### src/rtl/platform_collision.sv
// -----------------------------------------------------------------------------
// platform_collision
//
// Frame-rate landing detector for the falling ball. Each rising edge of
// frame_clk snapshots the platform and ball inputs. The block then walks all
// NPLAT platforms, one per Clk cycle, and reports whether the ball has come
// down onto a platform top. The lowest-index hit wins.
//
// Optional feature: define PLATFORM_COLLISION_COUNT_EN to add the saturating
// land_count output.
//
// Ports
//   Clk, Reset        : system clock; synchronous active-high reset
//   frame_clk         : frame tick (level); its synchronised rising edge starts a scan
//   plat_x_flat/_y    : NPLAT packed 9-bit platform centres, platform k at [9k+8:9k]
//   plat_sizeX/Y      : shared platform half-width / half-height
//   BallX/BallY       : ball centre
//   Ball_size         : ball half-size
//   ball_falling      : ball Y velocity is downward
//   busy              : scan in progress (SCAN and DONE)
//   done              : one-cycle pulse, scan result valid
//   land              : a landing was found (valid with done, held afterwards)
//   hit_idx           : index of the landed platform (0 when no landing)
//   land_y            : ball centre Y resting exactly on that platform (0 when no landing)
//   overrun           : sticky, a frame edge arrived while busy
//   land_count        : saturating landing counter (macro builds only)
// -----------------------------------------------------------------------------
module platform_collision #(
    parameter int NPLAT    = 16,
    parameter int LAND_TOL = 6
) (
    input  logic                 Clk,
    input  logic                 Reset,
    input  logic                 frame_clk,
    input  logic [9*NPLAT-1:0]   plat_x_flat,
    input  logic [9*NPLAT-1:0]   plat_y_flat,
    input  logic [8:0]           plat_sizeX,
    input  logic [8:0]           plat_sizeY,
    input  logic [9:0]           BallX,
    input  logic [9:0]           BallY,
    input  logic [9:0]           Ball_size,
    input  logic                 ball_falling,
    output logic                 busy,
    output logic                 done,
    output logic                 land,
    output logic [3:0]           hit_idx,
    output logic [9:0]           land_y,
`ifdef PLATFORM_COLLISION_COUNT_EN
    output logic [15:0]          land_count,
`endif
    output logic                 overrun
);

    localparam int IDXW = $clog2(NPLAT);

    typedef enum logic [1:0] {
        S_IDLE,
        S_SCAN,
        S_DONE
    } state_t;

    // ---------------------------------------------------------------------
    // frame_clk synchroniser and rising-edge detect
    // ---------------------------------------------------------------------
    logic sync1_q, sync2_q, dly_q;
    logic frame_rise;

    always_ff @(posedge Clk) begin
        // NOTE: sequential state uses non-blocking assignments so every flop
        // samples the pre-edge value of its source.
        if (Reset) begin
            sync1_q <= 1'b0;
            sync2_q <= 1'b0;
            dly_q   <= 1'b0;
        end else begin
            sync1_q <= frame_clk;
            sync2_q <= sync1_q;
            dly_q   <= sync2_q;
        end
    end

    assign frame_rise = sync2_q & ~dly_q;

    // ---------------------------------------------------------------------
    // Input snapshot, loaded only when a scan starts
    // ---------------------------------------------------------------------
    logic       capture;
    logic [8:0] px_s_q [NPLAT];
    logic [8:0] py_s_q [NPLAT];
    logic [8:0] sx_s_q, sy_s_q;
    logic [9:0] bx_s_q, by_s_q, bs_s_q;
    logic       fall_s_q;

    // NOTE: the snapshot is a plain data store with no reset; it is always
    // written in the capture cycle before the scan ever reads it.
    always_ff @(posedge Clk) begin
        if (capture) begin
            for (int k = 0; k < NPLAT; k++) begin
                px_s_q[k] <= plat_x_flat[9*k +: 9];
                py_s_q[k] <= plat_y_flat[9*k +: 9];
            end
            sx_s_q   <= plat_sizeX;
            sy_s_q   <= plat_sizeY;
            bx_s_q   <= BallX;
            by_s_q   <= BallY;
            bs_s_q   <= Ball_size;
            fall_s_q <= ball_falling;
        end
    end

    // ---------------------------------------------------------------------
    // Hit test for the platform currently addressed by idx_q. All terms are
    // zero-extended to 11 bits and arranged so nothing is subtracted.
    // ---------------------------------------------------------------------
    logic [IDXW-1:0] idx_q, idx_d;
    logic [10:0] px, py, sx, sy, bx, by, bs;
    logic [10:0] plat_reach, ball_reach, ball_b, win_hi, rest_off;
    logic        hit;
    logic [9:0]  cur_land_y;

    always_comb begin
        px = {2'b00, px_s_q[idx_q]};
        py = {2'b00, py_s_q[idx_q]};
        sx = {2'b00, sx_s_q};
        sy = {2'b00, sy_s_q};
        bx = {1'b0, bx_s_q};
        by = {1'b0, by_s_q};
        bs = {1'b0, bs_s_q};

        plat_reach = px + sx + bs;
        ball_reach = bx + bs + sx;
        ball_b     = by + bs + sy;
        win_hi     = py + 11'(LAND_TOL);
        rest_off   = sy + bs;

        hit = fall_s_q
            && (plat_reach >= bx)
            && (ball_reach >= px)
            && (ball_b >= py)
            && (ball_b <= win_hi);

        // Clamp to the screen top when the platform sits too high to rest on.
        cur_land_y = (py < rest_off) ? 10'd0 : 10'(py - rest_off);
    end

    // ---------------------------------------------------------------------
    // Scan FSM
    // ---------------------------------------------------------------------
    state_t          state_q, state_d;
    logic            found_q, found_d;
    logic [IDXW-1:0] cand_idx_q, cand_idx_d;
    logic [9:0]      cand_y_q, cand_y_d;
    logic            land_q, land_d;
    logic [IDXW-1:0] hit_idx_q, hit_idx_d;
    logic [9:0]      land_y_q, land_y_d;
    logic            overrun_q, overrun_d;

    always_comb begin
        state_d    = state_q;
        idx_d      = idx_q;
        found_d    = found_q;
        cand_idx_d = cand_idx_q;
        cand_y_d   = cand_y_q;
        land_d     = land_q;
        hit_idx_d  = hit_idx_q;
        land_y_d   = land_y_q;
        overrun_d  = overrun_q;
        capture    = 1'b0;

        // NOTE: combinational blocks use blocking assignments, so found_d and
        // cand_*_d below already include this cycle's hit when read back.
        unique case (state_q)
            S_IDLE: begin
                if (frame_rise) begin
                    capture = 1'b1;
                    idx_d   = '0;
                    found_d = 1'b0;
                    state_d = S_SCAN;
                end
            end
            S_SCAN: begin
                if (frame_rise) overrun_d = 1'b1;
                // First hit sticks; later platforms cannot displace it.
                if (hit && !found_q) begin
                    found_d    = 1'b1;
                    cand_idx_d = idx_q;
                    cand_y_d   = cur_land_y;
                end
                if (idx_q == IDXW'(NPLAT - 1)) begin
                    state_d   = S_DONE;
                    land_d    = found_d;
                    hit_idx_d = found_d ? cand_idx_d : '0;
                    land_y_d  = found_d ? cand_y_d   : '0;
                end else begin
                    idx_d = idx_q + 1'b1;
                end
            end
            S_DONE: begin
                if (frame_rise) overrun_d = 1'b1;
                state_d = S_IDLE;
            end
            default: state_d = S_IDLE;
        endcase
    end

    always_ff @(posedge Clk) begin
        if (Reset) begin
            state_q    <= S_IDLE;
            idx_q      <= '0;
            found_q    <= 1'b0;
            cand_idx_q <= '0;
            cand_y_q   <= '0;
            land_q     <= 1'b0;
            hit_idx_q  <= '0;
            land_y_q   <= '0;
            overrun_q  <= 1'b0;
        end else begin
            state_q    <= state_d;
            idx_q      <= idx_d;
            found_q    <= found_d;
            cand_idx_q <= cand_idx_d;
            cand_y_q   <= cand_y_d;
            land_q     <= land_d;
            hit_idx_q  <= hit_idx_d;
            land_y_q   <= land_y_d;
            overrun_q  <= overrun_d;
        end
    end

    assign busy    = (state_q != S_IDLE);
    assign done    = (state_q == S_DONE);
    assign land    = land_q;
    assign hit_idx = 4'(hit_idx_q);
    assign land_y  = land_y_q;
    assign overrun = overrun_q;

`ifdef PLATFORM_COLLISION_COUNT_EN
    // ---------------------------------------------------------------------
    // Saturating landing counter, bumped once per DONE that reports a landing
    // ---------------------------------------------------------------------
    logic [15:0] land_count_q, land_count_d;

    always_comb begin
        land_count_d = land_count_q;
        if (state_q == S_DONE && land_q && land_count_q != 16'hFFFF)
            land_count_d = land_count_q + 16'd1;
    end

    always_ff @(posedge Clk) begin
        if (Reset) land_count_q <= '0;
        else       land_count_q <= land_count_d;
    end

    assign land_count = land_count_q;
`endif

endmodule

### config.mk
export PLATFORM = sky130hd
export DESIGN_NAME = platform_collision
export DESIGN_NICKNAME = d
export VERILOG_FILES = /design/src/rtl/platform_collision.sv
export SDC_FILE = /design/constraint.sdc
export NUM_CORES = 1
export LEC_CHECK = 0
export ABC_AREA = 1
export ABC_CLOCK_PERIOD_IN_PS = 48900
export CORE_ASPECT_RATIO = 0.8
export CORE_UTILIZATION = 45
export DETAILED_ROUTE_END_ITERATION = 10
export PLACE_DENSITY = 0.75
export SYNTH_ARGS = -nofsm -noshare
export SYNTH_HDL_FRONTEND = slang
export SYNTH_SLANG_ARGS = --single-unit
### constraint.sdc
create_clock -name Clk -period 48.9 [get_ports Clk]
set_input_delay 9.78 -clock Clk [delete_from_list [all_inputs] [get_ports Clk]]
set_output_delay 9.78 -clock Clk [all_outputs]
set_load 0.02 [all_outputs]
## Yosys cells after proc, flatten, opt, wreduce, memory -nomap -nowiden

Memories as Yosys holds them, arrays and structs flattened. A register that Yosys moved wholly into a read port is not among the register bits.
Cells that the tools add are included.
Widths: inputs -> output; s select.

| operators by class | value |
|---|---|
| eq/ne operators | 6 |
| reductions and logical operators | 15 |
| mux-type cells | 23 |
| $lt $le $gt $ge | 5 |
| $add $sub $neg | 10 |
| bitwise gates (word level) | 2 |

Operators by type and width:

| operator | number |
|---|---|
| $add 10x10->11 | 3 |
| $mux 4 | 8 |
| $mux 10 | 3 |
| $add 11x9->11 | 2 |
| $ge 11x9->1 | 2 |
| $add 9x10->11 | 1 |
| $ge 11x10->1 | 1 |
| $le 11x10->1 | 1 |
| $lt 9x11->1 | 1 |
| $add 9x3->10 const B | 1 |
| $add 9x9->10 | 1 |
| $sub 9x10->10 | 1 |
| $pmux 4 s2 | 1 |
| $reduce_and 2->1 | 4 |
| $mux 1 | 7 |
| $ne 2x2->1 const B | 3 |
| $logic_and 1x1->1 | 5 |
| $add 4x1->4 const B | 1 |
| $eq 4x4->1 const B | 1 |
| $mux 2 | 2 |
| $pmux 2 s2 | 1 |
| $reduce_bool 2->1 | 2 |
| $reduce_and 3->1 | 1 |
| $eq 2x1->1 const B | 1 |
| other kinds (7) | 7 |

| word-level totals | value |
|---|---|
| memories kept | 2 |
| input port bits | 340 |
| output and inout bits | 18 |
| register bits after elaboration | 89 |
| bits in writable memories | 288 |

Memory list:

| name | depth | width | read ports | clocked after memory_dff | wr ports | RTL line | source |
|---|---|---|---|---|---|---|---|
| px_s_q | 16 | 9 | 1 | 1 | 16 | 88 | `logic [8:0] px_s_q [NPLAT];` |
| py_s_q | 16 | 9 | 1 | 1 | 16 | 89 | `logic [8:0] py_s_q [NPLAT];` |

## Depth between registers and ports, before layout

| logic depth | value |
|---|---|
| depth in word-level cells | 11 |
| gate-level depth with buffers | 37 |
| mapped depth without buffers | 32 |

## Worst setup path after synthesis

Ideal clock, no wire load.

| path | value |
|---|---|
| path type | flip-flop to flip-flop |
| start | register state_q[0] |
| end | register (tool-made name) |
| setup time | 0.751 ns |
| arrival time | 15.719 ns |
| cell stages (with the launch flop) | 6 |
| data required time | 48.149 ns |
| clock period less this slack | 16.470 ns |
| path slack | 32.430 ns |
| path through | dfxtp_1 inv_1 ha_1 inv_1 nor2_1 a211oi_1 |

RTL lines:

| what | RTL line | source |
|---|---|---|
| start: declaration | 149 | `state_t state_q, state_d;` |
| start signal: assignment | 218 | `state_q <= state_d;` |

## Worst setup path after layout

| path | value |
|---|---|
| start | register state_q[1] |
| end | output port busy |

| on the way | value |
|---|---|
| word-level cells in the longest chain between the ends | 1 |

RTL lines:

| what | RTL line | source |
|---|---|---|
| $reduce_bool 2->1 | 230 | `assign busy = (state_q != S_IDLE);` |
| end: declaration | 43 | `output logic busy,` |

No other way between the ends.

==> metrics.txt <==
outcome completed; transition time of the tightest slew-check pin 1.252 ns; VDD IR-drop max 0.03467 mV; switching power of the nets 0.2024 mW; part of the power in the clock network 37.1%; Resized Gates After CTS 0; half-perimeter wire length after placement 35.66 mm; horizontal die dimension 226.5 µm; total negative slack for setup checks 0 ns; Setup Viol. Count Final 0; post-route clock period utilization 23.91%; sequential area share after synthesis 60.64%; minimum clock period 11.69 ns; critical path class reg2out; area of the core 39610 µm²; floorplan die area 41120 µm²; total via count after detailed routing 13.61k; fin cells 2533; number of antenna violations at the first check in global routing 12; CTS tree done; worst path arrival time 1.91 ns; distinct cell type count of the synthesized netlist 43; Synth warnings 0; CP max FO 3; switching portion of total power 25.04%; proportion of power drawn by flip-flops and latches 46.3%; share of cells above drive strength 1 4.728%; detailed-route wire length per cell 19.55 µm; fin nets 2419; worst min-delay path startpoint sync1_q; die extent in y 181.6 µm; Post-synth EDFFs 337; area overhead of the layout relative to synthesis 29.65%; placed instance area 22210 µm²; pin count of the biggest net entering global routing 197; setup ws final 37.21 ns; TritonCTS Sinks 381; min-delay worst type reg2reg; via/cell ratio 5.374; most used flip-flop cell after synthesis sky130_fd_sc_hd__edfxtp_1; power density of the placed cells 34.37 nW/µm²; vias in the first global route 13.73k; CTS Hold Bufs 0; number of fill cells 3206; kind of launch point of the worst setup path flop; commonest non-fill, non-tap cell in the layout sky130_fd_sc_hd__clkdlybuf4s50_1; starting density of the core 45.80%; setup slack after placement 37.74 ns; fraction of power consumed by combinational cells 16.6%; Clock Skews 0.02143 ns; data required time of the worst path 39.12 ns; ANT nets after route 0; clock transition at the register clock pins on the worst setup and hold paths after CTS 0.06 ns; number of nets in the synthesized netlist 2076; GPL Wtd Cong 0.8547; Mapped Avg Cell Area 11.24 µm²; peak clock frequency supported by timing 85.52 MHz; total congestion overflow 0; TritonRoute pass-1 iters 8; asr flop ratio synth 0%; clk_lat worst skew 0.54 ns; largest buffer count on any clock path 3; post-route cell area 23520 µm²; Max H-tree Level 2; CTS Root Buffer Type sky130_fd_sc_hd__clkbuf_16; number of max-slew violations in the final report 0; global-route wire length before repair 74.14 mm; kind of capture point of the worst setup path output pin; number of design rule violations left after detail routing 0; count of endpoints failing hold in the final timing report 0; Placed Instances 2451; Detailed Route WL 49.52 mm; Internal Dissipation 0.6059 mW; DRC violation total after the first TritonRoute iteration 1029; # rows 65; flip-flop and latch count after synthesis 381; all-layer global routing usage 23.84%; post-synthesis instance total 1614; top-level port count 358; cts bufs inserted 40; maximum capacitance violations 0; Syn Std Cell Area 18140 µm²; Critical Path Start state_q[1]; leakage power figure 8.839 nW; Max-Slew Margin vs Limit 16.53%; buffer count from post-CTS setup fixing 0; setup repair after global routing missed its margin false; PortBufs 357; commonest non-fill, non-tap cells in the layout 357 x sky130_fd_sc_hd__clkdlybuf4s50_1, 337 x sky130_fd_sc_hd__edfxtp_1, 227 x sky130_fd_sc_hd__nor2_1, 221 x sky130_fd_sc_hd__nand2_1, 158 x sky130_fd_sc_hd__o21ai_0
## cells by family after synthesis
kind of cell | Yosys count | share of synthesized area, %
compound gates | 342 | 11.44
xor+xnor | 40 | 1.931
fa+ha+maj | 122 | 9.739
buf+inv | 192 | 4.187
flops | 381 | 60.64
simple gates | 537 | 12.06
## path summary, 6_finish.rpt
check	slack, ns	cells past startpoint	endpoint
setup / recovery	37.21	4	busy
hold / removal	0.40	2	sync2_q
setup reg to reg	41.97	33	cand_y_q[1]
hold reg to reg	0.40	2	sync2_q
## critical path, stage by stage (launching register included)
cell	delay, ns
sky130_fd_sc_hd__dfxtp_1	0.35
sky130_fd_sc_hd__inv_1	0.09
sky130_fd_sc_hd__ha_1	0.21
sky130_fd_sc_hd__inv_1	0.12
sky130_fd_sc_hd__clkdlybuf4s50_1	0.62
## cells in the mapped netlist, types with 2 or more instances
cell | instances | area (µm²)
sky130_fd_sc_hd__dfxtp_1 | 44 | 880.8
sky130_fd_sc_hd__a21o_1 | 6 | 45.04
sky130_fd_sc_hd__o21ai_1 | 11 | 55.05
sky130_fd_sc_hd__nor3_1 | 3 | 15.01
sky130_fd_sc_hd__a21oi_2 | 10 | 87.58
sky130_fd_sc_hd__buf_6 | 2 | 22.52
sky130_fd_sc_hd__o21ai_0 | 158 | 790.8
sky130_fd_sc_hd__inv_2 | 4 | 15.01
sky130_fd_sc_hd__inv_1 | 118 | 442.9
sky130_fd_sc_hd__nor2_1 | 228 | 855.8
sky130_fd_sc_hd__a21oi_1 | 50 | 250.2
sky130_fd_sc_hd__xor2_1 | 27 | 236.5
sky130_fd_sc_hd__edfxtp_1 | 337 | 10120
sky130_fd_sc_hd__buf_1 | 5 | 18.77
sky130_fd_sc_hd__nand2_1 | 221 | 829.6
sky130_fd_sc_hd__buf_2 | 16 | 80.08
sky130_fd_sc_hd__xnor2_1 | 13 | 113.9
sky130_fd_sc_hd__nand2_2 | 3 | 18.77
sky130_fd_sc_hd__nand3_1 | 52 | 260.3
sky130_fd_sc_hd__clkbuf_1 | 45 | 168.9
sky130_fd_sc_hd__and3_1 | 2 | 12.51
sky130_fd_sc_hd__o21bai_1 | 2 | 15.01
sky130_fd_sc_hd__a211oi_1 | 3 | 22.52
sky130_fd_sc_hd__ha_1 | 90 | 1126
sky130_fd_sc_hd__nor2_2 | 2 | 12.51
sky130_fd_sc_hd__nand4_1 | 21 | 131.4
sky130_fd_sc_hd__o22ai_1 | 17 | 106.4
sky130_fd_sc_hd__a31oi_1 | 7 | 43.79
sky130_fd_sc_hd__fa_1 | 32 | 640.6
sky130_fd_sc_hd__o221ai_1 | 49 | 429.2
sky130_fd_sc_hd__o211ai_1 | 24 | 180.2
## metal layers
metal / vias to the layer above / global-route usage, % / wire, µm
li1: 6426 / - / -
met1: 6509 / 30.51 / 20120
met2: 568 / 38.93 / 23210
met3: 106 / 5.680 / 4506
met4: 4 / 9.568 / 1656
met5: - / 0 / 27
## final cells by class
type	count	area [µm²]	share of cell area, %
antenna	9	22.52	0.09576
clock buffer	58	1131	4.809
clock inverter	15	152.6	0.6490
inverter	123	464.2	1.974
multi-input combinational	1041	6387	27.16
sequential	381	11010	46.80
tap	536	670.6	2.852
timing repair buffer	370	3684	15.66
## stage by stage
stage / total power [mW] / hold WS [ns] / utilization, %
floorplan: 0.4666 / 0.3883 / -
global placement: 0.5094 / 0.3996 / 56.08
detailed placement: 0.5139 / 0.3918 / 56.08
CTS: 0.8146 / 0.4039 / 59.32
global route: 0.8448 / 0.4574 / 59.37
finish: 0.8083 / 0.4030 / 59.38
## power by group through the flow
stage               registers [mW]  logic [mW]  clock network, mW
finish                       0.374       0.134              0.300
floorplan                    0.385      0.0816                  0
CTS                          0.374       0.134              0.307
global route                 0.375       0.150              0.320
global placement             0.380       0.129                  0
detailed placement           0.381       0.133                  0
## flip-flops by register name, indices dropped and copies added, names as in the netlist, 9 cells and up, named ones only
register  count
bs_s_q       10
bx_s_q       10
sy_s_q        9
sx_s_q        9
cand_y_q     10
land_y       10
by_s_q       10
px_s_q      144
py_s_q      144
No activity file was read; power rests on OpenSTA's default activity.
